<file path="src/rtl/regfile_pkg.sv">
// Shared constants, types and helpers for the multi-port register file.
package regfile_pkg;

    localparam int DEF_DATA_W = 16;
    localparam int DEF_DEPTH  = 16;

    // Address width that stays at least one bit even for a 2-entry file.
    function automatic int addr_width(input int depth);
        return (depth <= 2) ? 1 : $clog2(depth);
    endfunction

    localparam int DEF_ADDR_W = addr_width(DEF_DEPTH);

    typedef logic [DEF_ADDR_W-1:0] reg_addr_t;
    typedef logic [DEF_DATA_W-1:0] reg_data_t;

endpackage

</file>
<file path="src/rtl/rf_scoreboard.sv">
// Per-register busy scoreboard: claims set, writes clear, claim beats write.
// Exposes the same-cycle clear mask so the read ports can bypass busy-clear.
module rf_scoreboard
    import regfile_pkg::*;
#(
    parameter int DEPTH    = DEF_DEPTH,
    parameter int ADDR_W   = addr_width(DEPTH),
    parameter int NUM_WR   = 2,
    parameter int ZERO_REG = 0
) (
    input  logic                     clk,
    input  logic                     reset,
    input  logic [NUM_WR-1:0]        wr_en,
    input  logic [NUM_WR*ADDR_W-1:0] wr_addr,
    input  logic                     claim_en,
    input  logic [ADDR_W-1:0]        claim_addr,
    output logic [DEPTH-1:0]         busy,
    output logic [DEPTH-1:0]         clr_mask,
    output logic [ADDR_W:0]          busy_cnt
);

    logic [DEPTH-1:0] wr_mask;
    logic [DEPTH-1:0] set_mask;
    logic [DEPTH-1:0] busy_next;
    logic [ADDR_W:0]  cnt_next;

    // NOTE: every signal gets a default at the top of always_comb so no path leaves it unassigned (no latch).
    always_comb begin
        wr_mask  = '0;
        set_mask = '0;
        for (int w = 0; w < NUM_WR; w++) begin
            if (wr_en[w]) wr_mask[wr_addr[w*ADDR_W +: ADDR_W]] = 1'b1;
        end
        if (claim_en) set_mask[claim_addr] = 1'b1;
        if (ZERO_REG != 0) begin
            wr_mask[0]  = 1'b0;
            set_mask[0] = 1'b0;
        end
        // A new producer supersedes the retiring one on the same register.
        clr_mask  = wr_mask & ~set_mask;
        busy_next = (busy & ~clr_mask) | set_mask;
        cnt_next  = '0;
        for (int r = 0; r < DEPTH; r++) begin
            cnt_next = cnt_next + (ADDR_W+1)'(busy_next[r]);
        end
    end

    // NOTE: sequential state uses non-blocking assignments so all flops update from pre-edge values.
    always_ff @(posedge clk or posedge reset) begin
        if (reset) begin
            busy     <= '0;
            busy_cnt <= '0;
        end else begin
            busy     <= busy_next;
            busy_cnt <= cnt_next;
        end
    end

endmodule

</file>
<file path="src/rtl/regfile_mp_sb.sv">
// Parametrised multi-port register file with optional zero register,
// write-to-read bypass and a busy scoreboard for RAW hazard detection.
module regfile_mp_sb
    import regfile_pkg::*;
#(
    parameter int DATA_W   = DEF_DATA_W,
    parameter int DEPTH    = DEF_DEPTH,
    parameter int ADDR_W   = addr_width(DEPTH),
    parameter int NUM_RD   = 2,
    parameter int NUM_WR   = 2,
    parameter int ZERO_REG = 0,
    parameter int BYPASS   = 1
) (
    input  logic                     clk,
    input  logic                     reset,
    input  logic [NUM_RD*ADDR_W-1:0] rd_addr,
    output logic [NUM_RD*DATA_W-1:0] rd_data,
    output logic [NUM_RD-1:0]        rd_busy,
    input  logic [NUM_WR-1:0]        wr_en,
    input  logic [NUM_WR*ADDR_W-1:0] wr_addr,
    input  logic [NUM_WR*DATA_W-1:0] wr_data,
    input  logic                     claim_en,
    input  logic [ADDR_W-1:0]        claim_addr,
    output logic [ADDR_W:0]          busy_cnt
);

    logic [DATA_W-1:0] mem [DEPTH];
    logic [DEPTH-1:0]  busy;
    logic [DEPTH-1:0]  clr_mask;

    // NOTE: the storage array is reset here because the core relies on all registers reading 0 after reset.
    always_ff @(posedge clk or posedge reset) begin
        if (reset) begin
            for (int r = 0; r < DEPTH; r++) mem[r] <= '0;
        end else begin
            // Later ports overwrite earlier ones, so the highest index wins.
            for (int w = 0; w < NUM_WR; w++) begin
                if (wr_en[w] && !(ZERO_REG != 0 && wr_addr[w*ADDR_W +: ADDR_W] == '0))
                    mem[wr_addr[w*ADDR_W +: ADDR_W]] <= wr_data[w*DATA_W +: DATA_W];
            end
        end
    end

    rf_scoreboard #(
        .DEPTH    (DEPTH),
        .ADDR_W   (ADDR_W),
        .NUM_WR   (NUM_WR),
        .ZERO_REG (ZERO_REG)
    ) u_scoreboard (
        .clk        (clk),
        .reset      (reset),
        .wr_en      (wr_en),
        .wr_addr    (wr_addr),
        .claim_en   (claim_en),
        .claim_addr (claim_addr),
        .busy       (busy),
        .clr_mask   (clr_mask),
        .busy_cnt   (busy_cnt)
    );

    for (genvar i = 0; i < NUM_RD; i++) begin : g_rd
        logic [ADDR_W-1:0] ra;
        logic [DATA_W-1:0] data;
        logic              busy_q;

        assign ra = rd_addr[i*ADDR_W +: ADDR_W];

        always_comb begin
            data   = mem[ra];
            busy_q = busy[ra];
            if (BYPASS != 0) begin
                for (int w = 0; w < NUM_WR; w++) begin
                    if (wr_en[w] && wr_addr[w*ADDR_W +: ADDR_W] == ra)
                        data = wr_data[w*DATA_W +: DATA_W];
                end
                busy_q = busy[ra] & ~clr_mask[ra];
            end
            // Reset masks in-flight bypass data as well as the cleared storage.
            if (reset || (ZERO_REG != 0 && ra == '0)) begin
                data   = '0;
                busy_q = 1'b0;
            end
        end

        assign rd_data[i*DATA_W +: DATA_W] = data;
        assign rd_busy[i]                  = busy_q;
    end

endmodule

</file>
<file path="config.mk">
export PLATFORM = sky130hd
export DESIGN_NAME = regfile_mp_sb
export DESIGN_NICKNAME = d
export VERILOG_FILES = /design/src/rtl/regfile_pkg.sv /design/src/rtl/rf_scoreboard.sv /design/src/rtl/regfile_mp_sb.sv
export SDC_FILE = /design/constraint.sdc
export NUM_CORES = 1
export LEC_CHECK = 0
export CAP_MARGIN = 20
export CORE_AREA = 2 2 208 210
export CTS_CLUSTER_SIZE = 28
export DETAILED_ROUTE_END_ITERATION = 16
export DIE_AREA = 0 0 210 212
export HOLD_SLACK_MARGIN = 0.15
export REMOVE_ABC_BUFFERS = 1
export SYNTH_ARGS = -nofsm -noshare
export SYNTH_HDL_FRONTEND = slang
export SYNTH_SLANG_ARGS = --single-unit
export TNS_END_PERCENT = 20
</file>
<file path="constraint.sdc">
create_clock -name clk -period 12.4 [get_ports clk]
set_clock_uncertainty 0.05 [all_clocks]
set_input_delay 1.86 -clock clk [delete_from_list [all_inputs] [get_ports clk]]
set_output_delay 1.86 -clock clk [all_outputs]
set_load 0.02 [all_outputs]
</file>
==> run summary, run 1 <==
# DRC -> 0
Antenna violations before repair -> 1
DP Wirelength -> 37.38 mm
H-tree levels -> 2
Critical path class -> in -> out
Register area -> 6932 sq um
Via count -> 14,970
Main area contributors after synthesis -> dfrtp_1, mux4_2, mux2i_1
Clock sinks -> 277
P_int -> 0.002408 W
Total Wirelength -> 64.67 mm
Setup violations, final -> 0
Share of the synthesized area in the top cell type -> 0.3678
Post-CTS Setup Inserts -> 0
Hold_sp -> u_scoreboard.busy[14]
Syn Area/Cell -> 10.37 sq um
Clock slew seen by the registers of the worst setup and hold paths -> 0.05 ns
Actual slew at the worst max-slew pin -> 1.153 ns
Hold buffers post-CTS -> 0
Post-synth cell types -> 56
Final net count -> 1,852
Number of synthesized flops with an enable pin -> 0
Largest net degree at the start of global routing -> 166
Clock power share -> 0.313
Crit path max fanout -> 20
Dominant synthesized flop cell -> dfrtp_1
Power share of the combinational group -> 0.312
Synth Cell Area -> 18,850 sq um
Post-route worst setup slack -> 4.845 ns
Clk Tree Root Cell -> clkbuf_16
Final Hold Fails -> 0
Peak supply drop -> 0.00009194 V
# fillers -> 3,766
Sequential cell area fraction in the yosys report -> 0.3678
Hold Crit Class -> reg -> reg
Clock Latency Late Sink -> 0.55 ns
FFs w/ async S/R, synth -> 1.000
Antenna-violating nets left -> 0
Post-synth top area cell -> dfrtp_1
WP data arrival -> 5.65 ns
Outcome -> complete, no violations
Pre-CTS setup slack -> 4.785 ns
Maximum root-to-sink buffer count -> 3
Core Rows -> 76
Leakage -> 8.469 nW
Die X -> 210 microns
GRT overflow -> 0
Post-DR wirelength/cell -> 27.53 microns
Final period utilization -> 0.6093
First-pass GRT wire length -> 96.81 mm
Register share of total power -> 0.376
Ports -> 96
Core Region -> 42,510 sq um
Worst hold slack -> 0.4840 ns
Final Util -> 0.4971
Avg Vias per Cell -> 6.372
Commonest cells in the netlist -> dfrtp_1, mux2i_1, nor2_1
CTS tree -> built
Type of destination of the critical path -> output pin
Drt pass-1 iters -> 6
Multi-input logic area -> 10,910 sq um
Fin crit period -> 7.555 ns
#FFs+latches synth -> 277
Worst r2r src -> u_scoreboard.busy[1]
Worst relative slew slack -> 0.2301
GP Congestion -> 0.9537
Share of cells above drive strength 1 -> 0.1670
PwrDens -> 165.9 nW/um^2
Starting DRC count in detailed routing -> 1,595
Area Overhead vs Synth -> 12.11%
Worst path required time -> 10.49 ns
Synth Instances -> 1,817
Switch Pwr -> 0.001097 W
Total CTS buffers -> 34
Fin. max-slew vios -> 0
Setup_tns -> 0 ns
Critical Path Start -> rd_addr[3]
Starting density of the core -> 0.4434
Net Sw Frac -> 0.3129
Achievable frequency -> 0.1324 GHz
Port Buffer Count -> 95
Gates resized, CTS repair -> 0
Die area -> 44,520 sq um
Synth Warn # -> 0
Gr usage total -> 0.2963
CP Launch Type -> input port
DP Cell Count -> 2,288
Post-route insts no fill -> 2,349
Unrepaired setup endpoints after global routing -> no
Die height -> 212 microns
Most frequent cell after synthesis -> dfrtp_1
Max-cap violation count -> 0
Vias in the first global route -> 14,670
-- layer usage --
metal | part of all wire | vias to the layer above | track usage
li1 | - | 6507 | -
met1 | 0.42 | 7524 | 0.4223
met2 | 0.45 | 790 | 0.4493
met3 | 0.092 | 147 | 0.05820
met4 | 0.038 | 0 | 0.1147
met5 | 0 | - | 0
-- cells by family (layout without fill, tap and decap cells) --
group / count (synthesis) / in the layout / share of synthesized area
simple gates: 486 / 486 / 0.1091
mux: 426 / 426 / 0.3365
compound gates: 356 / 356 / 0.1082
flops: 277 / 277 / 0.3678
buf+inv: 239 / 224 / 0.05609
xor+xnor: 18 / 18 / 0.008364
fa+ha+maj: 15 / 15 / 0.01394
other cells: 0 / 1 / 0
-- state kept, by name (all words and copies together), names as in the netlist --
signal / flops
u_scoreboard.busy: 16
mem: 256
u_scoreboard.busy_cnt: 5
-- layout by cell type (no fill, tap or decap), types with 7 or more instances in the layout --
cell	instances
a211oi_1	33
a21o_1	7
a21oi_1	124
a31oi_1	33
buf_4	42
clkbuf_16	37
clkbuf_8	7
clkdlybuf4s50_1	88
dfrtp_1	277
fa_1	10
inv_1	29
mux2i_1	259
mux4_2	166
nand2_1	199
nand3_1	13
nand3_2	7
nand3b_1	8
nor2_1	198
nor2_2	13
nor2b_1	8
nor3_1	8
o211ai_1	8
o21ai_0	119
xor2_1	13
-- critical path, stage by stage --
cell	delay, ns
clkdlybuf4s50_1	0.45
buf_4	0.45
xor2_1	0.12
nor3_1	0.23
nand3_2	0.90
mux2i_1	0.37
a211oi_1	0.51
clkdlybuf4s50_1	0.71
-- power by group through the flow --
stage               clock network, W  logic [W]  registers [W]
floorplan                          0   0.000762        0.00127
global placement                   0    0.00106        0.00131
detailed placement                 0    0.00109        0.00132
CTS                          0.00111    0.00109        0.00131
global route                 0.00115    0.00119        0.00135
finish                       0.00110    0.00109        0.00132
-- stage by stage --
stage | cell area (sq um) | total power (W)
final | 21130 | 0.003504
after global routing | 21130 | 0.003687
after CTS | 21090 | 0.003518
after detailed placement | 19880 | 0.002416
after global placement | 19880 | 0.002364
after floorplan | 17900 | 0.002036
-- area by class of cell --
type,instances,share of cell area
Multi-Input combinational cell,1301,0.5164
Tap cell,546,0.03233
Sequential cell,277,0.3280
Clock inverter,8,0.007816
Clock buffer,50,0.04944
Timing Repair Buffer,136,0.06016
Antenna cell,1,0.0001184
Inverter,30,0.005684
-- final timing paths --
path                       slack (ns)                       end  depth (start not counted)
setup / recovery                 4.84                rd_data[6]                          8
hold / removal                   0.48     u_scoreboard.busy[14]                          1
setup reg to reg                 8.24  u_scoreboard.busy_cnt[1]                         13
hold reg to reg                  0.48     u_scoreboard.busy[14]                          1
max in group asynchronous        9.06  u_scoreboard.busy_cnt[0]                          4
min in group asynchronous        1.83                  mem[255]                          3
Power figures use the tool's default switching activity.
==> run 2: changes to the inputs <==
==> constraint.sdc (replaced) <==
create_clock -name clk -period 7.6 [get_ports clk]
set_clock_uncertainty 0.05 [all_clocks]
set_input_delay 1.14 -clock clk [delete_from_list [all_inputs] [get_ports clk]]
set_output_delay 1.14 -clock clk [all_outputs]
set_load 0.02 [all_outputs]
==> run 2 against run 1 <==
Net effect: via count rose by 0.80%; critical path type unchanged; clock power up 51%; sequential cell count stayed put; cell count is 0.55% higher; sequential share of layout area grew 0.068 points; register-to-register slack got worse by 4.8 ns; final area is 0.21% lower; setup slack got worse by 3.2 ns; die area is the same; worst hold slack worse by 0.0011 ns; first-iteration DRC count fell by 6.5%.
==> run summary, run 2 (synthesis results as in run 1) <==
Outcome -> complete, no violations
Post-route design area -> 21,090 sq um (-0.21%)
Starting density of the core -> 0.4434 (unchanged)
CP Launch Type -> input port
GR Util met3 -> 0.06396 (+0.005761)
Share of cells above drive strength 1 -> 0.1729 (+0.005871)
Critical path class -> in -> out
Clk Tree Root Cell -> clkbuf_16
Final Util -> 0.4961 (-0.001030)
Register area -> 6932 sq um (unchanged)
Multi-input logic area -> 10,910 sq um (unchanged)
Gr usage total -> 0.3007 (+0.004493)
Post-CTS Setup Inserts -> 0 (unchanged)
GRT overflow -> 0 (unchanged)
Number of flip-flops in the largest register -> 256 (unchanged)
Maximum root-to-sink buffer count -> 3 (unchanged)
Final Hold Fails -> 0 (unchanged)
H-tree levels -> 2 (unchanged)
Worst r2r src -> u_scoreboard.busy[1]
Worst path required time -> 6.41 ns (-4.08 ns)
Commonest non-fill, non-tap cells in the layout -> dfrtp_1, mux2i_1, nand2_1
Achievable frequency -> 0.1680 GHz
Max-cap violation count -> 0 (unchanged)
Leakage -> 8.468 nW (about the same)
Actual slew at the worst max-slew pin -> 1.156 ns (+0.002933 ns)
Worst hold slack -> 0.4828 ns (-0.001115 ns)
Type of destination of the critical path -> output pin
Die X -> 210 microns (unchanged)
R2r setup slk -> 3.46 ns (-4.78 ns)
Hold Crit Class -> reg -> reg
Ant. Diodes -> 0 (-1)
Most common cell after layout, fill and taps aside -> dfrtp_1
DP Wirelength -> 38.65 mm (+3.4%)
Core Rows -> 76 (unchanged)
Reg-to-reg endpoint -> u_scoreboard.busy_cnt[1]
Setup_tns -> 0 ns (unchanged)
Die height -> 212 microns (unchanged)
GP Congestion -> 0.9486 (-0.53%)
Worst R2R Path Depth -> 13 (unchanged)
Post-DP Area -> 19,950 sq um (+0.34%)
Crit path max fanout -> 19 (-5.0%)
Final period utilization -> 0.7832
First-pass GRT wire length -> 97.86 mm (+1.1%)
Clock Latency Late Sink -> 0.55 ns (about the same)
Worst relative slew slack -> 0.2272 (-0.002939)
Avg Vias per Cell -> 6.388 (+0.25%)
Antenna violations before repair -> 0 (-1)
M1 GR Usage -> 0.4265 (+0.004178)
# fillers -> 3,808 (+1.1%)
Setup violations, final -> 0 (unchanged)
Fin crit period -> 5.952 ns
Unrepaired setup endpoints after global routing -> no
Core Region -> 42,510 sq um (unchanged)
Post-route insts no fill -> 2,362 (+0.55%)
Antenna-violating nets left -> 0 (unchanged)
Total Wirelength -> 65.76 mm (+1.7%)
Die area -> 44,520 sq um (unchanged)
PwrDens -> 265.6 nW/um^2 (+60%)
Via count -> 15,090 (+0.80%)
Vias in the first global route -> 14,580 (-0.60%)
Fin. max-slew vios -> 0 (unchanged)
# DRC -> 0 (unchanged)
Ports -> 96 (unchanged)
Hold buffers post-CTS -> 0 (unchanged)
Reg with most FFs -> mem
Peak supply drop -> 0.0001648 V (+79%)
Most used routing layer -> met2
Total CTS buffers -> 36 (+5.9%)
Worst setup path end -> rd_data[21]
Starting DRC count in detailed routing -> 1,491 (-6.5%)
Top flop regs -> mem: 256 flops, u_scoreboard.busy: 16 flops, u_scoreboard.busy_cnt: 5 flops
Drt pass-1 iters -> 6 (unchanged)
Post-DR wirelength/cell -> 27.84 microns (+1.1%)
Port Buffer Count -> 95 (unchanged)
DP Cell Count -> 2,297 (+0.39%)
Clock sinks -> 277 (unchanged)
Largest net degree at the start of global routing -> 97 (-42%)
Area Overhead vs Synth -> 11.88%
CTS tree -> built
GR Layer Usage met2 -> 0.4581 (+0.008821)
Gates resized, CTS repair -> 0 (unchanged)
Clock slew seen by the registers of the worst setup and hold paths -> 0.06 ns (about the same)
WP data arrival -> 4.76 ns (-0.89 ns)
Final net count -> 1,862 (+0.54%)
Critical Path Start -> rd_addr[7]
run 2: cell types whose count changed in the layout (fill, tap and decap cells not counted):
cell | before | now
clkinv_8 | 0 | 1
inv_6 | 0 | 2
buf_12 | 3 | 2
clkbuf_1 | 6 | 7
diode_2 | 1 | 0
clkbuf_16 | 37 | 36
clkbuf_8 | 7 | 8
clkinv_2 | 3 | 10
bufinv_16 | 5 | 0
buf_4 | 42 | 51
run 2: per-stage QoR:
| step | total power (W) | setup slack, ns |
|---|---|---|
| 2_1_floorplan | 0.003321 | -1.417 |
| 3_3_place_gp | 0.003864 | 1.395 |
| 3_5_place_dp | 0.003954 | 1.316 |
| 4_1_cts | 0.005614 | 1.668 |
| 5_1_grt | 0.005893 | 1.603 |
| 6_report | 0.005601 | 1.648 |
run 2: how the worst min path moves through the flow:
| stage | end | cells after the start | startpoint |
|---|---|---|---|
| detailed placement | u_scoreboard.busy[13] | 1 | u_scoreboard.busy[13] |
| finish | u_scoreboard.busy[13] | 1 | u_scoreboard.busy[13] |
| CTS | u_scoreboard.busy[13] | 1 | u_scoreboard.busy[13] |
| global placement | u_scoreboard.busy[13] | 1 | u_scoreboard.busy[13] |
| floorplan | u_scoreboard.busy[13] | 1 | u_scoreboard.busy[13] |
| global route | u_scoreboard.busy[13] | 1 | u_scoreboard.busy[13] |
run 2: routing by layer:
layer  vias up  wire [microns]
li1       6549               -
met5         -               0
met3       170            6326
met2       813           29250
met1      7556           27500
met4         0            2679
run 2: final cells by class:
type / count / share of cell area
inverter: 30 / 0.005696
tap: 546 / 0.03240
sequential: 277 / 0.3287
clock inverter: 13 / 0.003976
clock buffer: 51 / 0.04919
timing repair buffer: 144 / 0.06254
multi-input combinational: 1301 / 0.5175
run 2: critical path, stage by stage:
cell	delay, ns
clkdlybuf4s50_1	1.14
xor2_1	0.20
nor3_1	0.09
nand3_2	0.36
buf_4	0.42
nor2_1	0.07
a211oi_1	0.59
clkdlybuf4s50_1	0.73
run 2: report_power, final:
part / internal [W] / switching, W
clock: 0.000954 / 0.000706
sequential: 0.00186 / 0.000283
combinational: 0.000949 / 0.000846
total: 0.00377 / 0.00183
